===== config.mk =====
export PLATFORM = sky130hd
export DESIGN_NAME = distribuidor_rr_1a4_flat
export DESIGN_NICKNAME = d
export VERILOG_FILES = /design/src/rtl/distribuidor_rr_1a4_if.sv /design/src/rtl/distribuidor_rr_1a4.sv /design/src/flat_wrapper.sv
export SDC_FILE = /design/constraint.sdc
export NUM_CORES = 1
export LEC_CHECK = 0
export ABC_AREA = 1
export CAP_MARGIN = 25
export CORE_MARGIN = 8
export CORE_UTILIZATION = 30
export DETAILED_ROUTE_END_ITERATION = 7
export PLACE_DENSITY = 0.63
export RECOVER_POWER = 25
export SLEW_MARGIN = 10
export SYNTH_ARGS = -nofsm -noshare
export SYNTH_HDL_FRONTEND = slang
export SYNTH_SLANG_ARGS = --single-unit

===== constraint.sdc =====
create_clock -name clk -period 3.7 [get_ports clk]
set_input_delay 0.925 -clock clk [delete_from_list [all_inputs] [get_ports clk]]
set_output_delay 0.925 -clock clk [all_outputs]
set_load 0.01 [all_outputs]

===== src/rtl/distribuidor_rr_1a4_if.sv =====
// Bus bundle for distribuidor_rr_1a4: one valid/ready input stream
// and four output channels (A..D), each with its own valid/ready pair.
interface distribuidor_rr_1a4_if #(
   parameter int ANCHO = 4
);
   logic [ANCHO-1:0] X;
   logic             valido_i;
   logic             listo_o;
   logic [ANCHO-1:0] A;
   logic [ANCHO-1:0] B;
   logic [ANCHO-1:0] C;
   logic [ANCHO-1:0] D;
   logic [3:0]       valido_o;
   logic [3:0]       listo_i;

   // Producer/consumer side: drives the input stream and the channel readies.
   modport master (
      output X, valido_i, listo_i,
      input  listo_o, A, B, C, D, valido_o
   );

   // Dispatcher side.
   modport slave (
      input  X, valido_i, listo_i,
      output listo_o, A, B, C, D, valido_o
   );
endinterface


===== src/rtl/distribuidor_rr_1a4.sv =====
// distribuidor_rr_1a4: dispatches each accepted input word to one of four
// one-entry channel registers. Round-robin over free channels by default,
// or a fixed channel when modo_i=1. Reports the selector code of every
// dispatch (001=A .. 100=D, 000=idle) and counts accepted words.
module distribuidor_rr_1a4 #(
   parameter int ANCHO     = 4,
   parameter int ANCHO_CNT = 8
) (
   input  logic                 clk,
   input  logic                 rst_n,
   distribuidor_rr_1a4_if.slave bus,
   input  logic                 modo_i,
   input  logic [1:0]           canal_fijo_i,
   output logic [2:0]           Selector,
   output logic [ANCHO_CNT-1:0] contador_o
);

   logic [3:0]       vld_q;
   logic [ANCHO-1:0] dato_q [4];
   logic [1:0]       ptr;
   logic [3:0]       libre;
   logic [1:0]       cand_rr;
   logic             hallado;
   logic [1:0]       idx;
   logic [1:0]       cand;
   logic             listo;
   logic             acepta;

   // A channel can take a word if empty or if it drains on this same edge.
   assign libre = ~vld_q | bus.listo_i;

   // Round-robin search: first free channel starting at ptr, wrapping mod 4.
   always_comb begin
      cand_rr = ptr;
      hallado = 1'b0;
      idx     = '0;
      for (int i = 0; i < 4; i++) begin
         idx = ptr + 2'(i);
         if (!hallado && libre[idx]) begin
            cand_rr = idx;
            hallado = 1'b1;
         end
      end
   end

   // Target channel and input readiness; valido_i never feeds listo_o.
   always_comb begin
      cand  = cand_rr;
      listo = hallado;
      if (modo_i) begin
         cand  = canal_fijo_i;
         listo = libre[canal_fijo_i];
      end
      if (!rst_n) listo = 1'b0;
   end

   assign acepta       = bus.valido_i & listo;
   assign bus.listo_o  = listo;
   assign bus.valido_o = vld_q;

   // Data is gated by valid, so the data registers themselves need no reset.
   assign bus.A = vld_q[0] ? dato_q[0] : '0;
   assign bus.B = vld_q[1] ? dato_q[1] : '0;
   assign bus.C = vld_q[2] ? dato_q[2] : '0;
   assign bus.D = vld_q[3] ? dato_q[3] : '0;

   // Control state: channel valids, selector pulse, counter and RR pointer.
   always_ff @(posedge clk) begin
      if (!rst_n) begin
         vld_q      <= '0;
         Selector   <= 3'b000;
         contador_o <= '0;
         ptr        <= 2'd0;
      end else begin
         for (int k = 0; k < 4; k++) begin
            if (acepta && (cand == 2'(k))) vld_q[k] <= 1'b1;
            else if (bus.listo_i[k])       vld_q[k] <= 1'b0;
         end
         if (acepta) begin
            Selector   <= {1'b0, cand} + 3'd1;
            contador_o <= contador_o + 1'b1;
            if (!modo_i) ptr <= cand + 2'd1;
         end else begin
            Selector <= 3'b000;
         end
      end
   end

   // Channel data capture; an occupied channel is only written when it drains.
   always_ff @(posedge clk) begin
      if (acepta) dato_q[cand] <= bus.X;
   end

endmodule

===== src/flat_wrapper.sv =====
// flat-port wrapper written by rule: the top's interface ports become plain ports
module distribuidor_rr_1a4_flat 
#(
   parameter int ANCHO     = 4,
   parameter int ANCHO_CNT = 8
)
  (clk, rst_n, modo_i, canal_fijo_i, Selector, contador_o, bus_X, bus_valido_i, bus_listo_i, bus_listo_o, bus_A, bus_B, bus_C, bus_D, bus_valido_o);
  distribuidor_rr_1a4_if #(.ANCHO(ANCHO)) bus_i ();
  input  logic clk;
  input  logic rst_n;
  input  logic modo_i;
  input  logic [1:0] canal_fijo_i;
  output logic [2:0] Selector;
  output logic [ANCHO_CNT-1:0] contador_o;
  input wire logic [$bits(bus_i.X)-1:0] bus_X;
  input wire logic [$bits(bus_i.valido_i)-1:0] bus_valido_i;
  input wire logic [$bits(bus_i.listo_i)-1:0] bus_listo_i;
  output wire logic [$bits(bus_i.listo_o)-1:0] bus_listo_o;
  output wire logic [$bits(bus_i.A)-1:0] bus_A;
  output wire logic [$bits(bus_i.B)-1:0] bus_B;
  output wire logic [$bits(bus_i.C)-1:0] bus_C;
  output wire logic [$bits(bus_i.D)-1:0] bus_D;
  output wire logic [$bits(bus_i.valido_o)-1:0] bus_valido_o;
  assign bus_i.X = bus_X;
  assign bus_i.valido_i = bus_valido_i;
  assign bus_i.listo_i = bus_listo_i;
  assign bus_listo_o = bus_i.listo_o;
  assign bus_A = bus_i.A;
  assign bus_B = bus_i.B;
  assign bus_C = bus_i.C;
  assign bus_D = bus_i.D;
  assign bus_valido_o = bus_i.valido_o;
  distribuidor_rr_1a4 #(.ANCHO(ANCHO), .ANCHO_CNT(ANCHO_CNT)) u_core (.clk(clk), .rst_n(rst_n), .bus(bus_i), .modo_i(modo_i), .canal_fijo_i(canal_fijo_i), .Selector(Selector), .contador_o(contador_o));
endmodule

After elaboration in Yosys (flattened, before gate mapping)
Memories as Yosys holds them, arrays and structs flattened.
Cells that the tools add are included.
{"block": "totals", "wordCells": 77, "register_bits": 17, "memories": 1, "ramBits": 16, "out_inout_bits": 32}
{"memory": "u_core.dato_q", "depth": 4, "word_bits": 4, "read_ports": 4, "rd_clocked_by_memory_dff": 0, "wr": 1, "line": "distribuidor_rr_1a4.sv:19", "source": "logic [ANCHO-1:0] dato_q [4];"}
{"block": "classes", "n_mux": 34, "n_bitwise": 4, "n_reduce_logical": 17, "addsub": 6, "magnitude_cmp": 5, "n_eq_ne": 3}
{"op": "2-to-1 mux 1 bit", "count": 21}
{"op": "2-to-1 mux 4 bit", "count": 4}
{"op": "< comparator 2 x 3 -> 1 bit, second input constant", "count": 5}
{"op": "binary-select mux 1 bit (select 2 bit)", "count": 5}
{"op": "adder 8 x 1 -> 8 bit, second input constant", "count": 1}
{"op": "2-to-1 mux 2 bit", "count": 4}
{"op": "nonzero test 2 bit", "count": 4}
{"op": "logical AND 1 bit", "count": 7}
{"op": "adder 2 x 1 -> 2 bit, second input constant", "count": 2}
{"op": "adder 2 bit, second input constant", "count": 2}
{"op": "== test 2 bit, second input constant", "count": 2}
{"op": "NOT 4 bit", "count": 1}
{"op": "bitwise OR 4 bit", "count": 1}
{"op": "AND reduction 2 bit", "count": 2}
{"op": "adder 2 x 1 -> 3 bit, second input constant", "count": 1}
{"op": "logical NOT 1 bit", "count": 3}
{"op": "== test 2 x 1 -> 1 bit, second input constant", "count": 1}
{"op": "logical NOT 2 bit", "count": 1}
{"op": "bitwise AND 1 bit", "count": 1}
{"op": "NOT 1 bit", "count": 1}

Logic depth before layout (Yosys ltp)
Gate-level depths: netlist (run 1).
{"block": "logic_depth", "ltp_word": 19, "mapped_depth": 18}

Least setup slack after synthesis (run 1)
No wires, ideal clock.
{"block": "synth_timing", "kind": "input to output", "start": "input port bus_listo_i[1]", "end": "output port bus_listo_o", "path_slack_ps": 1172, "arrival_time_ps": 1603, "cell_stages": 10, "required_ps": 2775, "n_path_buf": 0, "path_cell_list": "inv_1 > nand3_2 > nand2_1 > inv_1 > nand2_1 > nand2_2 > nor2_2 > nand3_1 > nand2_1 > inv_2"}
{"block": "synth_between", "elab_chain_len": 15, "elab_cells_between_ends": 23}
{"element": "from (decl)", "line": "flat_wrapper.sv:17", "source": "input wire logic [$bits(bus_i.listo_i)-1:0] bus_listo_i;"}
{"element": "bitwise OR 4 bit (*)", "line": "distribuidor_rr_1a4.sv:30", "source": "assign libre = ~vld_q | bus.listo_i;"}
{"element": "binary-select mux 1 bit (select 2 bit)", "line": "distribuidor_rr_1a4.sv:39", "source": "if (!hallado && libre[idx]) begin"}
{"element": "2-to-1 mux 1 bit (not written as such)", "line": "distribuidor_rr_1a4.sv:39"}
{"element": "2-to-1 mux 1 bit", "line": "distribuidor_rr_1a4.sv:39"}
{"element": "logical NOT 1 bit", "line": "distribuidor_rr_1a4.sv:39"}
{"element": "logical AND 1 bit", "line": "distribuidor_rr_1a4.sv:39"}
{"element": "2-to-1 mux 1 bit", "line": "distribuidor_rr_1a4.sv:39"}
{"element": "logical NOT 1 bit", "line": "distribuidor_rr_1a4.sv:39"}
{"element": "logical AND 1 bit", "line": "distribuidor_rr_1a4.sv:39"}
{"element": "2-to-1 mux 1 bit", "line": "distribuidor_rr_1a4.sv:39"}
{"element": "logical NOT 1 bit", "line": "distribuidor_rr_1a4.sv:39"}
{"element": "logical AND 1 bit", "line": "distribuidor_rr_1a4.sv:39"}
{"element": "2-to-1 mux 1 bit", "line": "distribuidor_rr_1a4.sv:39"}
{"element": "2-to-1 mux 1 bit (*)", "line": "distribuidor_rr_1a4.sv:50", "source": "if (modo_i) begin"}
{"element": "2-to-1 mux 1 bit (*)", "line": "distribuidor_rr_1a4.sv:54", "source": "if (!rst_n) listo = 1'b0;"}
{"element": "to (decl)", "line": "flat_wrapper.sv:18", "source": "output wire logic [$bits(bus_i.listo_o)-1:0] bus_listo_o;"}
Every way passes the cells marked *; elsewhere a longest branch is shown, timed or not. The select of a mux whose other input is x is not followed.

Final worst setup path (run 1)
{"block": "layout_timing", "start": "input port bus_listo_i[0]", "end": "output port bus_listo_o"}
Same word-level chain as after synthesis.

==> results of run 1 <==
## routing by layer
layer | up-vias | track usage (%) | wire [um]
met4 | 0 | 4.61 | 80
met5 | - | 0 | 0
met1 | 721 | 12.4 | 2060
met3 | 6 | 2.18 | 155
met2 | 27 | 19.1 | 2320
li1 | 862 | - | -
## worst max-delay path by stage
stage | start | endpoint | cells after the start
2_1_floorplan | bus_listo_i[1] | bus_listo_o | 10
3_3_place_gp | bus_listo_i[0] | bus_listo_o | 12
3_5_place_dp | bus_listo_i[0] | bus_listo_o | 12
4_1_cts | bus_listo_i[0] | bus_listo_o | 12
5_1_grt | bus_listo_i[0] | bus_listo_o | 12
6_report | bus_listo_i[0] | bus_listo_o | 12
## synthesized netlist by cell type
library cell,n
o21ai_2,1
o211ai_1,1
nand2_2,16
inv_1,41
inv_8,1
nand3_2,11
nor2_1,7
a21oi_2,6
o21ai_1,2
nand4_1,2
a21oi_1,9
dfxtp_1,17
xor2_1,3
clkbuf_1,1
o21ai_0,1
nor2_4,2
nand3_1,18
nor3_1,3
edfxtp_1,16
nand2_4,4
buf_8,1
nand2_1,70
buf_6,2
nor2_2,1
inv_4,2
xnor2_1,1
ha_1,1
inv_2,6
## state kept, by name (all words and copies together) (netlist names)
| signal | flops |
|---|---|
| u_core.ptr | 2 |
| u_core.dato_q | 16 |
| u_core.contador_o | 8 |
| u_core.Selector | 3 |
| u_core.bus.valido_o | 4 |
## final cells by class
class	count	area [um2]
Fill cell	636	3730
Clock buffer	6	72.6
Multi-Input combinational cell	159	867
Timing Repair Buffer	45	453
Sequential cell	33	821
Clock inverter	2	33.8
Tap cell	77	96.3
Inverter	50	200
## worst min-delay path: stages (launching register included)
cell     delay [ns]
dfxtp_1        0.35
inv_1          0.06
a21oi_1        0.05
## stage by stage
step	cells	power (mW)
after global routing	372	0.869
after global placement	364	0.518
after CTS	372	0.846
final	372	0.834
after floorplan	246	0.475
after detailed placement	364	0.518
## repair_timing
item | in CTS | in global routing
setup endpoints to repair | 0 | 1
endpoints found under the hold margin | 0 | 0
resized for setup | 0 | 1
## logic make-up after synthesis
logic type               Yosys count  share of synthesized area, %
AO/OA/AOI/OAI                     20                          6.68
XOR/XNOR                           4                          1.82
adder cells (fa/ha/maj)            1                         0.648
buffers and inverters             54                          12.5
flip-flops                        33                          42.5
AND/OR/NAND/NOR                  134                          35.8
## where the power goes
part           internal (mW)  switching, mW  leakage, nW
Sequential             0.392        0.00961        0.283
Combinational         0.0426         0.0621        0.843
Clock                  0.199          0.129       0.0528
Total                  0.634          0.200         1.18
==> results.json, run 1 <==
{
  "crit_path_end_kind": "primary output",
  "via_per_inst": 4.34,
  "drt_wl_total_um": 4620,
  "fin_area_mm2": 0.00254,
  "final-hold-violation-count": 0,
  "path_common_cell": "nand2_1",
  "clk_pin_slew_ns": 0.07,
  "slew_headroom_pct": 63.0,
  "rr_endpoint": "u_core.dato_q[3][0]",
  "post_dp_cell_area_mm2": 0.00243,
  "path_delay_family": "buffers and inverters",
  "drc": 0,
  "cts.htree.levels": 2,
  "worst_pin_slew_ns": 0.554,
  "die_w_um": 96.2,
  "r2r-start": "u_core.ptr[0]",
  "maxCapViolations": 0,
  "gp_congestion": 0.792,
  "min_from": "u_core.contador_o[3]",
  "dp_slack_ns": 0.0860,
  "cp.arrival_ns": 2.32,
  "syn-cell-area_mm2": 0.00193,
  "hpwlAfterDp_um": 3650,
  "synth_top_area_share_pct": 24.9,
  "num-nets-final": 309,
  "peakVddDrop_v": 0.000188,
  "core_mm2": 0.00628,
  "post-route-min-period_ns": 3.25,
  "grt_pass1_vias": 1625,
  "min_to": "u_core.contador_o[3]",
  "fmax_mhz": 308,
  "final_util_pct": 40.5,
  "core.rowCount": 29,
  "vias": 1616,
  "mostFrequentLayoutCells": "70 x nand2_1, 41 x inv_1, 36 x clkdlybuf4s50_1, 18 x nand3_1, 17 x dfxtp_1",
  "initial_core_util_pct": 30.7,
  "cp_cell_sequence": "clkdlybuf4s50_1, inv_1, nand3_1, nand2_1, inv_1, nand2_1, nand2_2, nor2_2, nand3_1, nand2_1, inv_2, dlymetal6s2s_1",
  "first_pass_iters": 4,
  "mostFrequentLayoutCell": "nand2_1",
  "dieArea_mm2": 0.00925,
  "wire_per_inst_um": 12.4,
  "ys_seq_area_share_pct": 42.5,
  "leakagePower_nw": 1.18,
  "syn_to_final_growth_pct": 31.8,
  "synth_cell_types": 28,
  "r2r_cells": 14,
  "synth_seq_cells": 33,
  "antenna_found_initial": 0,
  "rsz0062_at_grt": "false",
  "cts_tree": "yes",
  "ys_warn_count": 0,
  "grt_overflow_total": 0,
  "root_buffer": "clkbuf_8",
  "start_kind": "input pin",
  "path_buf_inv": 5,
  "path_class": "in -> out",
  "status": "finished clean",
  "post-cts-setup-buffer-count": 0,
  "timing.final.ws_setup_ns": 0.454,
  "clkSinkCount": 33,
  "antenna_left": 0,
  "hold_path_class": "reg -> reg",
  "synthCells": 246,
  "cpPeakStageDelay_ns": 0.44,
  "whs_path_depth": 2,
  "grt_pass1_wl_um": 7830,
  "cts_buffer_depth": 2,
  "holdBufCountCts": 0,
  "drtIter0Drc": 67,
  "worst_ep_required_time_ns": 2.77,
  "pwr_density_cell_mw_per_mm2": 328,
  "clock_latency_ns": 0.28,
  "grt_max_degree": 14,
  "cpMaxStageDelayCell": "clkdlybuf4s50_1",
  "fin_crit_sh_pct": 87.7,
  "synth_area_leaders": "edfxtp_1 25%, dfxtp_1 18%, nand2_1 14%",
  "avgSynthCellArea_um2": 7.84,
  "drive_gt1_share_pct": 19.0,
  "finClkSkew_ns": 0.00679,
  "die_y_um": 96.2,
  "cp_max_fo": 3,
  "rrSetupSlack_ns": 1.44,
  "pin_count": 46,
  "portBuffers": 45,
  "holdWs_ns": 0.495,
  "grt_usage_pct": 10.8,
  "tns_ns": 0,
  "slew_violations": 0,
  "cts_made_buffers": 5,
  "antenna_cells": 0,
  "synth_area_leader_cell": "edfxtp_1",
  "syn_nets": 261,
  "setup_viol": 0
}
Note: power is estimated with default switching activity, not from simulation.
==> inputs of run 2 (changes only) <==
SKIP_LAST_GASP = 1   (was unset)
==> results of run 2 <==
Final layout, timing and power as in run 1 (identical DEF).
